`src/rtl/uivtm_if.sv`:
```
// rtl/uivtm_if.sv - signal bundle between a video source and the uivtm timing monitor
//
// Purpose: groups the video sync/data inputs, the clear strobe and all monitor
// results so the monitor exposes a single bus port.
//   master modport (source/host side): drives I_vtm_vs, I_vtm_hs, I_vtm_de,
//     I_vtm_data, I_vtm_clr; observes every O_* signal.
//   slave modport (uivtm side): the mirror image.
// CNT_W sets the width of the four geometry outputs.

interface uivtm_if #(
  parameter int CNT_W = 12
);
  logic             I_vtm_vs;
  logic             I_vtm_hs;
  logic             I_vtm_de;
  logic [23:0]      I_vtm_data;
  logic             I_vtm_clr;

  logic [CNT_W-1:0] O_h_total;
  logic [CNT_W-1:0] O_h_active;
  logic [CNT_W-1:0] O_v_total;
  logic [CNT_W-1:0] O_v_active;
  logic             O_meas_valid;
  logic             O_lock;
  logic             O_err;
  logic [15:0]      O_frame_cnt;
  logic [23:0]      O_chksum;

  modport master (
    output I_vtm_vs, I_vtm_hs, I_vtm_de, I_vtm_data, I_vtm_clr,
    input  O_h_total, O_h_active, O_v_total, O_v_active,
    input  O_meas_valid, O_lock, O_err, O_frame_cnt, O_chksum
  );

  modport slave (
    input  I_vtm_vs, I_vtm_hs, I_vtm_de, I_vtm_data, I_vtm_clr,
    output O_h_total, O_h_active, O_v_total, O_v_active,
    output O_meas_valid, O_lock, O_err, O_frame_cnt, O_chksum
  );
endinterface

```
`src/rtl/uivtm.sv`:
```
// rtl/uivtm.sv - video timing monitor: measures frame geometry and tracks lock
//
// Purpose: measures h_total/h_active/v_total/v_active of an incoming
// vs/hs/de video stream, publishes them once per frame and declares lock after
// LOCK_FRAMES identical measurements. A geometry change while locked raises a
// sticky error.
// Ports:
//   I_vtm_clk   - single clock, rising edge
//   I_vtm_rstn  - synchronous active-low reset
//   vtm         - uivtm_if.slave: video inputs, clear strobe, all results
// Parameters: LOCK_FRAMES (1..15), CNT_W (geometry counter width).
// Optional feature: define UIVTM_CHKSUM_EN to add a per-frame 24-bit pixel
// checksum on O_chksum that also takes part in the lock comparison; when
// undefined O_chksum is tied to 0.

module uivtm #(
  parameter int LOCK_FRAMES = 4,
  parameter int CNT_W       = 12
) (
  input  logic   I_vtm_clk,
  input  logic   I_vtm_rstn,
  uivtm_if.slave vtm
);

  localparam logic [CNT_W-1:0] CNT_MAX = '1;
  localparam logic [CNT_W-1:0] CNT_ONE = {{(CNT_W-1){1'b0}}, 1'b1};
  localparam logic [3:0]       LOCK_N  = LOCK_FRAMES[3:0];

  typedef enum logic [1:0] {
    SEARCH  = 2'd0,
    MEASURE = 2'd1,
    LOCKING = 2'd2,
    LOCKED  = 2'd3
  } state_t;

  function automatic logic [CNT_W-1:0] sat_inc(input logic [CNT_W-1:0] v);
    return (v == CNT_MAX) ? v : v + CNT_ONE;
  endfunction

  // input edge detection
  logic vs_q, vs_d;
  logic hs_q, hs_d;
  logic de_q, de_d;

  // running (per-frame) measurement state
  logic [CNT_W-1:0] h_cnt_q, h_cnt_d;          // clocks since last hs rise
  logic             hs_seen_q, hs_seen_d;      // an hs rise already seen this frame
  logic [CNT_W-1:0] h_tot_run_q, h_tot_run_d;  // last hs-to-hs distance in frame
  logic [CNT_W-1:0] de_cnt_q, de_cnt_d;        // length of current de run
  logic [CNT_W-1:0] h_act_run_q, h_act_run_d;  // last completed de run in frame
  logic [CNT_W-1:0] v_cnt_q, v_cnt_d;          // hs rises this frame
  logic [CNT_W-1:0] v_act_q, v_act_d;          // de rises this frame

  // published results and control
  state_t           state_q, state_d;
  logic [3:0]       match_q, match_d;
  logic [CNT_W-1:0] h_total_q, h_total_d;
  logic [CNT_W-1:0] h_active_q, h_active_d;
  logic [CNT_W-1:0] v_total_q, v_total_d;
  logic [CNT_W-1:0] v_active_q, v_active_d;
  logic             meas_valid_q, meas_valid_d;
  logic             lock_q, lock_d;
  logic             err_q, err_d;
  logic [15:0]      frame_cnt_q, frame_cnt_d;

  logic vs_rise, hs_rise, de_rise, de_fall, frame_start;
  logic [CNT_W-1:0] meas_h_act;
  logic geom_match, meas_match;

  assign vs_rise     = vtm.I_vtm_vs & ~vs_q;
  assign hs_rise     = vtm.I_vtm_hs & ~hs_q;
  assign de_rise     = vtm.I_vtm_de & ~de_q;
  assign de_fall     = ~vtm.I_vtm_de & de_q;
  assign frame_start = vs_rise;

  // A de run whose falling edge coincides with the frame start ended on the
  // previous clock, so it still belongs to the frame being closed.
  assign meas_h_act = de_fall ? de_cnt_q : h_act_run_q;

  assign geom_match = (h_tot_run_q == h_total_q) && (meas_h_act == h_active_q) &&
                      (v_cnt_q == v_total_q) && (v_act_q == v_active_q);

`ifdef UIVTM_CHKSUM_EN
  logic [23:0] sum_q, sum_d;   // running pixel sum of the current frame
  logic [23:0] chk_q, chk_d;   // published checksum of the last frame

  always_comb begin
    sum_d = sum_q;
    chk_d = chk_q;
    if (frame_start) begin
      // the start cycle's pixel belongs to the new frame
      sum_d = vtm.I_vtm_de ? vtm.I_vtm_data : 24'd0;
      if (state_q != SEARCH) chk_d = sum_q;
    end else if (vtm.I_vtm_de) begin
      sum_d = sum_q + vtm.I_vtm_data;
    end
  end

  always_ff @(posedge I_vtm_clk) begin
    if (!I_vtm_rstn) begin
      sum_q <= '0;
      chk_q <= '0;
    end else begin
      sum_q <= sum_d;
      chk_q <= chk_d;
    end
  end

  assign meas_match   = geom_match && (sum_q == chk_q);
  assign vtm.O_chksum = chk_q;
`else
  logic [23:0] data_unused;
  assign data_unused  = vtm.I_vtm_data;
  assign meas_match   = geom_match;
  assign vtm.O_chksum = 24'd0;
`endif

  // running counters
  always_comb begin
    vs_d = vtm.I_vtm_vs;
    hs_d = vtm.I_vtm_hs;
    de_d = vtm.I_vtm_de;

    // hs rise cycle is clock 0 of the new line, so the next cycle reads 1
    h_cnt_d = hs_rise ? CNT_ONE : sat_inc(h_cnt_q);

    hs_seen_d   = hs_seen_q | hs_rise;
    h_tot_run_d = h_tot_run_q;
    if (hs_rise && hs_seen_q) h_tot_run_d = h_cnt_q;

    if (!vtm.I_vtm_de)  de_cnt_d = '0;
    else if (de_rise)   de_cnt_d = CNT_ONE;
    else                de_cnt_d = sat_inc(de_cnt_q);

    h_act_run_d = de_fall ? de_cnt_q : h_act_run_q;

    v_cnt_d = hs_rise ? sat_inc(v_cnt_q) : v_cnt_q;
    v_act_d = de_rise ? sat_inc(v_act_q) : v_act_q;

    if (frame_start) begin
      // events on the start cycle itself are the first of the new frame;
      // a new frame cannot yet have a line-to-line distance
      hs_seen_d   = hs_rise;
      h_tot_run_d = '0;
      h_act_run_d = '0;
      v_cnt_d     = hs_rise ? CNT_ONE : '0;
      v_act_d     = de_rise ? CNT_ONE : '0;
    end
  end

  // lock tracking and result publication
  always_comb begin
    state_d      = state_q;
    match_d      = match_q;
    h_total_d    = h_total_q;
    h_active_d   = h_active_q;
    v_total_d    = v_total_q;
    v_active_d   = v_active_q;
    meas_valid_d = 1'b0;
    err_d        = err_q;
    frame_cnt_d  = frame_cnt_q;

    if (vtm.I_vtm_clr) begin
      err_d       = 1'b0;
      frame_cnt_d = 16'd0;
    end

    if (frame_start) begin
      frame_cnt_d = vtm.I_vtm_clr ? 16'd1 : frame_cnt_q + 16'd1;

      // the first frame start only opens a measurement window
      if (state_q != SEARCH) begin
        h_total_d    = h_tot_run_q;
        h_active_d   = meas_h_act;
        v_total_d    = v_cnt_q;
        v_active_d   = v_act_q;
        meas_valid_d = 1'b1;
      end

      case (state_q)
        SEARCH: begin
          state_d = MEASURE;
        end
        MEASURE: begin
          match_d = 4'd1;
          state_d = (LOCK_N <= 4'd1) ? LOCKED : LOCKING;
        end
        LOCKING: begin
          if (meas_match) begin
            match_d = match_q + 4'd1;
            if (match_q + 4'd1 >= LOCK_N) state_d = LOCKED;
          end else begin
            match_d = 4'd1;
          end
        end
        LOCKED: begin
          // set after the clear so a change is never lost to a coincident clr
          if (!meas_match) begin
            err_d   = 1'b1;
            match_d = 4'd1;
            state_d = LOCKING;
          end
        end
        default: state_d = SEARCH;
      endcase
    end

    lock_d = (state_d == LOCKED);
  end

  always_ff @(posedge I_vtm_clk) begin
    if (!I_vtm_rstn) begin
      vs_q         <= 1'b0;
      hs_q         <= 1'b0;
      de_q         <= 1'b0;
      h_cnt_q      <= '0;
      hs_seen_q    <= 1'b0;
      h_tot_run_q  <= '0;
      de_cnt_q     <= '0;
      h_act_run_q  <= '0;
      v_cnt_q      <= '0;
      v_act_q      <= '0;
      state_q      <= SEARCH;
      match_q      <= 4'd0;
      h_total_q    <= '0;
      h_active_q   <= '0;
      v_total_q    <= '0;
      v_active_q   <= '0;
      meas_valid_q <= 1'b0;
      lock_q       <= 1'b0;
      err_q        <= 1'b0;
      frame_cnt_q  <= 16'd0;
    end else begin
      vs_q         <= vs_d;
      hs_q         <= hs_d;
      de_q         <= de_d;
      h_cnt_q      <= h_cnt_d;
      hs_seen_q    <= hs_seen_d;
      h_tot_run_q  <= h_tot_run_d;
      de_cnt_q     <= de_cnt_d;
      h_act_run_q  <= h_act_run_d;
      v_cnt_q      <= v_cnt_d;
      v_act_q      <= v_act_d;
      state_q      <= state_d;
      match_q      <= match_d;
      h_total_q    <= h_total_d;
      h_active_q   <= h_active_d;
      v_total_q    <= v_total_d;
      v_active_q   <= v_active_d;
      meas_valid_q <= meas_valid_d;
      lock_q       <= lock_d;
      err_q        <= err_d;
      frame_cnt_q  <= frame_cnt_d;
    end
  end

  assign vtm.O_h_total    = h_total_q;
  assign vtm.O_h_active   = h_active_q;
  assign vtm.O_v_total    = v_total_q;
  assign vtm.O_v_active   = v_active_q;
  assign vtm.O_meas_valid = meas_valid_q;
  assign vtm.O_lock       = lock_q;
  assign vtm.O_err        = err_q;
  assign vtm.O_frame_cnt  = frame_cnt_q;

endmodule
```
`src/flat_wrapper.sv`:
```
// flat-port wrapper written by rule: the top's interface ports become plain ports
module uivtm_flat 
#(
  parameter int LOCK_FRAMES = 4,
  parameter int CNT_W       = 12
)
  (I_vtm_clk, I_vtm_rstn, vtm_I_vtm_vs, vtm_I_vtm_hs, vtm_I_vtm_de, vtm_I_vtm_data, vtm_I_vtm_clr, vtm_O_h_total, vtm_O_h_active, vtm_O_v_total, vtm_O_v_active, vtm_O_meas_valid, vtm_O_lock, vtm_O_err, vtm_O_frame_cnt, vtm_O_chksum);
  uivtm_if #(.CNT_W(CNT_W)) vtm_i ();
  input  logic I_vtm_clk;
  input  logic I_vtm_rstn;
  input wire logic [$bits(vtm_i.I_vtm_vs)-1:0] vtm_I_vtm_vs;
  input wire logic [$bits(vtm_i.I_vtm_hs)-1:0] vtm_I_vtm_hs;
  input wire logic [$bits(vtm_i.I_vtm_de)-1:0] vtm_I_vtm_de;
  input wire logic [$bits(vtm_i.I_vtm_data)-1:0] vtm_I_vtm_data;
  input wire logic [$bits(vtm_i.I_vtm_clr)-1:0] vtm_I_vtm_clr;
  output wire logic [$bits(vtm_i.O_h_total)-1:0] vtm_O_h_total;
  output wire logic [$bits(vtm_i.O_h_active)-1:0] vtm_O_h_active;
  output wire logic [$bits(vtm_i.O_v_total)-1:0] vtm_O_v_total;
  output wire logic [$bits(vtm_i.O_v_active)-1:0] vtm_O_v_active;
  output wire logic [$bits(vtm_i.O_meas_valid)-1:0] vtm_O_meas_valid;
  output wire logic [$bits(vtm_i.O_lock)-1:0] vtm_O_lock;
  output wire logic [$bits(vtm_i.O_err)-1:0] vtm_O_err;
  output wire logic [$bits(vtm_i.O_frame_cnt)-1:0] vtm_O_frame_cnt;
  output wire logic [$bits(vtm_i.O_chksum)-1:0] vtm_O_chksum;
  assign vtm_i.I_vtm_vs = vtm_I_vtm_vs;
  assign vtm_i.I_vtm_hs = vtm_I_vtm_hs;
  assign vtm_i.I_vtm_de = vtm_I_vtm_de;
  assign vtm_i.I_vtm_data = vtm_I_vtm_data;
  assign vtm_i.I_vtm_clr = vtm_I_vtm_clr;
  assign vtm_O_h_total = vtm_i.O_h_total;
  assign vtm_O_h_active = vtm_i.O_h_active;
  assign vtm_O_v_total = vtm_i.O_v_total;
  assign vtm_O_v_active = vtm_i.O_v_active;
  assign vtm_O_meas_valid = vtm_i.O_meas_valid;
  assign vtm_O_lock = vtm_i.O_lock;
  assign vtm_O_err = vtm_i.O_err;
  assign vtm_O_frame_cnt = vtm_i.O_frame_cnt;
  assign vtm_O_chksum = vtm_i.O_chksum;
  uivtm #(.LOCK_FRAMES(LOCK_FRAMES), .CNT_W(CNT_W)) u_core (.I_vtm_clk(I_vtm_clk), .I_vtm_rstn(I_vtm_rstn), .vtm(vtm_i));
endmodule
```
`config.mk`:
```
export PLATFORM = sky130hd
export DESIGN_NAME = uivtm_flat
export DESIGN_NICKNAME = d
export VERILOG_FILES = /design/src/rtl/uivtm_if.sv /design/src/rtl/uivtm.sv /design/src/flat_wrapper.sv
export SDC_FILE = /design/constraint.sdc
export NUM_CORES = 1
export LEC_CHECK = 0
export ABC_AREA = 1
export BUFFER_PORTS_ARGS = -buffer_cell sky130_fd_sc_hd__buf_2
export CAP_MARGIN = 25
export CORE_UTILIZATION = 55
export CTS_BUF_LIST = sky130_fd_sc_hd__clkbuf_4
export CTS_CLUSTER_SIZE = 40
export DETAILED_ROUTE_END_ITERATION = 12
export PLACE_DENSITY = 0.78
export SLEW_MARGIN = 5
export SYNTH_ARGS = -nofsm -noshare
export SYNTH_HDL_FRONTEND = slang
export SYNTH_SLANG_ARGS = --single-unit
```
`constraint.sdc`:
```
create_clock -name I_vtm_clk -period 2.01 [get_ports I_vtm_clk]
set_input_delay 0.1005 -clock I_vtm_clk [delete_from_list [all_inputs] [get_ports I_vtm_clk]]
set_output_delay 0.1005 -clock I_vtm_clk [all_outputs]
set_load 0.005 [all_outputs]
```
==> results.md <==
* 1st-iter DRT viols at 368
* Final layout net count at 1144
* Num CTS Buffers at 17
* Vias per cell at 4.97
* Max Cap Viol at 0
* Clock transition at path regs at 0.12 ns
* Crit Reg-Reg Startpoint: u_core.de_q
* Initial core utilization at 0.575
* Footprint of the multi-input gates at 3300 µm²
* FF-to-FF End: u_core.match_q[0]
* Post-Route Hold Slack at 0.382 ns
* Avg WL per Cell at 12.0 µm
* First-pass GRT wire length at 25.7 mm
* Hold Violations, Final at 0
* Flip-flop and latch area at 2980 µm²
* Status: complete, no violations
* CTS tree: yes
* Finish-stage setup viols at 0
* Arr. time, crit path at 2.36 ns
* Synth Register Bits at 149
* Post-route ant nets at 0
* # diodes at 0
* Seq/Total Area, Yosys at 0.423
* H-tree level count at 4
* Hold Path Sink: u_core.vtm.O_frame_cnt[0]
* Gr usage total at 0.244
* Area Growth Syn to Fin at 13.2%
* Max Clock Freq at 531 MHz
* Vias in the first global route at 5676
* Maximum root-to-sink buffer count at 2
* Clock sink count at 149
* Die area at 13300 µm²
* Final Util at 0.651
* Row cnt at 40
* Fraction of registers with async set/reset at 0
* Die height at 115 µm
* Peak supply drop at 0.449 mV
* Io pins at 121
* Post-Place Cell Area at 7660 µm²
* Area leader, netlist: dfxtp_1
* Dominant synthesized flop cell: dfxtp_1
* Share of cells above drive strength 1 at 0.146
* Crit path launch type: flip-flop
* Hold_sp: vtm_I_vtm_clr
* Syn Area/Cell at 7.00 µm²
* Clock Tree Root: clkbuf_4
* Fin area at 7980 µm²
* DPL Wire Length at 11.1 mm
* Largest net degree at the start of global routing at 65
* HP Class: primary input to flip-flop
* Remaining Overflow, GRT at 0
* DRT Wirelength at 15.5 mm
* Worst Path Required at 2.49 ns
* Worst R2R Path Depth at 13
* Synth top area share at 0.423
* Largest cells by area after synthesis: dfxtp_1 (42%), nand2_1 (11%), inv_1 (8.1%)
* Initial antenna violation count at 0
* DRC violation count after routing at 0
* Hold Path Depth at 5
* Postcts setup bufs at 0
* Post-route clock period utilization at 0.938
* P_leak at 0.00359 µW
* Pins Over Slew Limit at 0
* Final Critical Period at 1.88 ns
* Cell variety after synth at 36
* Routed via count at 6399
* CP Max Fanout at 8
* Worst-case clock skew at 0.0183 ns
* Synthesized area at 7050 µm²
* Warnings from Yosys at 0
* Cells after Synth at 1007
* Die width at 115 µm
* Core box area at 12300 µm²
* Drt pass-1 iters at 5
* RSZ-0062 raised after global routing: yes
* RD Place Congestion at 0.891
* Pwr Density at 690 nW/µm²
* CP startpoint: u_core.de_q
* EDFF count, synth at 0
* Crit Path Category: flip-flop to flip-flop
* Clock Latency Late Sink at 0.57 ns
* FILL cells at 1129
* R2R Setup Slk at 0.13 ns
* Worst setup EP type: flip-flop
* Port bufs at 72
* Post-route setup TNS at 0 ns
where the power goes:
group          leakage (µW)  internal [µW]  switching, µW
logic               0.00224            271            433
clock network      0.000133            647           1010
registers           0.00121           3060           92.0
Yosys cell counts (6+ instances only):
cell and count:
nand2_1 211, inv_1 152, dfxtp_1 149, a21oi_1 99, o21ai_0 99, nor2_1 96, nand3_1 41, buf_4 25
clkbuf_1 21, nor3_1 15, xor2_1 13, xnor2_1 11, nand4_1 8, a31oi_1 7, nand2_2 7, nand2_4 7
a211oi_1 6, ha_1 6, nand3b_1 6
repair_timing:
item	CTS	global route
endpoints found under the hold margin	22	0
hold buffers	7	0
resized for setup	0	7
endpoints found under the setup margin	0	17
metal layers:
| layer | routed length, µm | global-route usage |
|---|---|---|
| met1 | 7460 | 0.317 |
| met2 | 7210 | 0.397 |
| met3 | 608 | 0.0596 |
| met4 | 201 | 0.0857 |
| met5 | 0 | 0 |
final cells by class:
class	count	share of cell area
flip-flops and latches	149	0.374
clock buffers	22	0.0207
clock inverters	9	0.00784
inverters	156	0.0733
multi-input cells	674	0.413
well taps	168	0.0263
repair buffers	110	0.0846
cells by family (layout without fill, tap and decap cells):
family / after synthesis / count (layout) / synth area share
simple gates: 404 / 404 / 0.250
flops: 149 / 149 / 0.423
fa+ha+maj: 6 / 6 / 0.0106
xor+xnor: 24 / 24 / 0.0298
other cells: 1 / 24 / 0.000532
buf+inv: 207 / 297 / 0.126
compound gates: 216 / 216 / 0.160
state kept, by name (all words and copies together) (netlist names), 4 cells and up:
name,count
u_core.vtm.O_frame_cnt,16
u_core.v_act_q,12
u_core.de_cnt_q,12
u_core.h_cnt_q,12
u_core.h_act_run_q,12
u_core.match_q,4
u_core.vtm.O_h_active,12
u_core.v_cnt_q,12
u_core.vtm.O_v_total,12
u_core.vtm.O_v_active,12
u_core.h_tot_run_q,12
u_core.vtm.O_h_total,12
worst max path at each step:
stage / endpoint / slack [ns]
2_1_floorplan: u_core.vtm.O_frame_cnt[14] / 0.25
3_3_place_gp: u_core.match_q[0] / 0.09
3_5_place_dp: u_core.match_q[0] / 0.1
4_1_cts: u_core.match_q[0] / 0.06
5_1_grt: u_core.match_q[1] / -0.07
6_report: u_core.match_q[0] / 0.13
critical path: stages (launching register included):
cell      delay, ns
dfxtp_2        0.40
inv_2          0.07
nor2_4         0.20
nand2_1        0.11
nand3b_1       0.10
nand2_1        0.06
nor2_1         0.15
nand2_1        0.13
nor2_4         0.15
nand3_2        0.12
nor2_1         0.14
nand3_1        0.08
nand2_1        0.06
nor2_1         0.04
placed cells by master (no fill, tap or decap), types with 3 or more instances in the layout:
master | netlist | layout
nand2_1 | 211 | 211
nand2_4 | 7 | 7
clkinv_1 | 1 | 7
nand2_2 | 7 | 7
ha_1 | 6 | 6
a31oi_1 | 7 | 7
buf_4 | 25 | 30
buf_2 | 0 | 72
nor2_1 | 96 | 93
a211oi_1 | 6 | 6
nand3_2 | 3 | 3
nor3_1 | 15 | 12
xnor2_1 | 11 | 11
nor3_2 | 1 | 4
inv_2 | 3 | 3
clkbuf_4 | 0 | 22
nand4_1 | 8 | 8
a21oi_1 | 99 | 98
conb_1 | 1 | 24
nor2_2 | 2 | 5
inv_1 | 152 | 152
nand3b_1 | 6 | 6
dfxtp_1 | 149 | 148
o21ai_0 | 99 | 99
dlygate4sd3_1 | 0 | 7
nand3_1 | 41 | 41
xor2_1 | 13 | 13
through the flow:
stage	worst slack (ns)	std cells	total power [µW]
5_1_grt	-0.0681	1288	5780
4_1_cts	0.0628	1288	5550
2_1_floorplan	0.249	1030	3700
3_5_place_dp	0.0969	1250	3910
3_3_place_gp	0.0899	1250	3890
6_report	0.126	1288	5510
No activity file was read; power rests on OpenSTA's default activity.
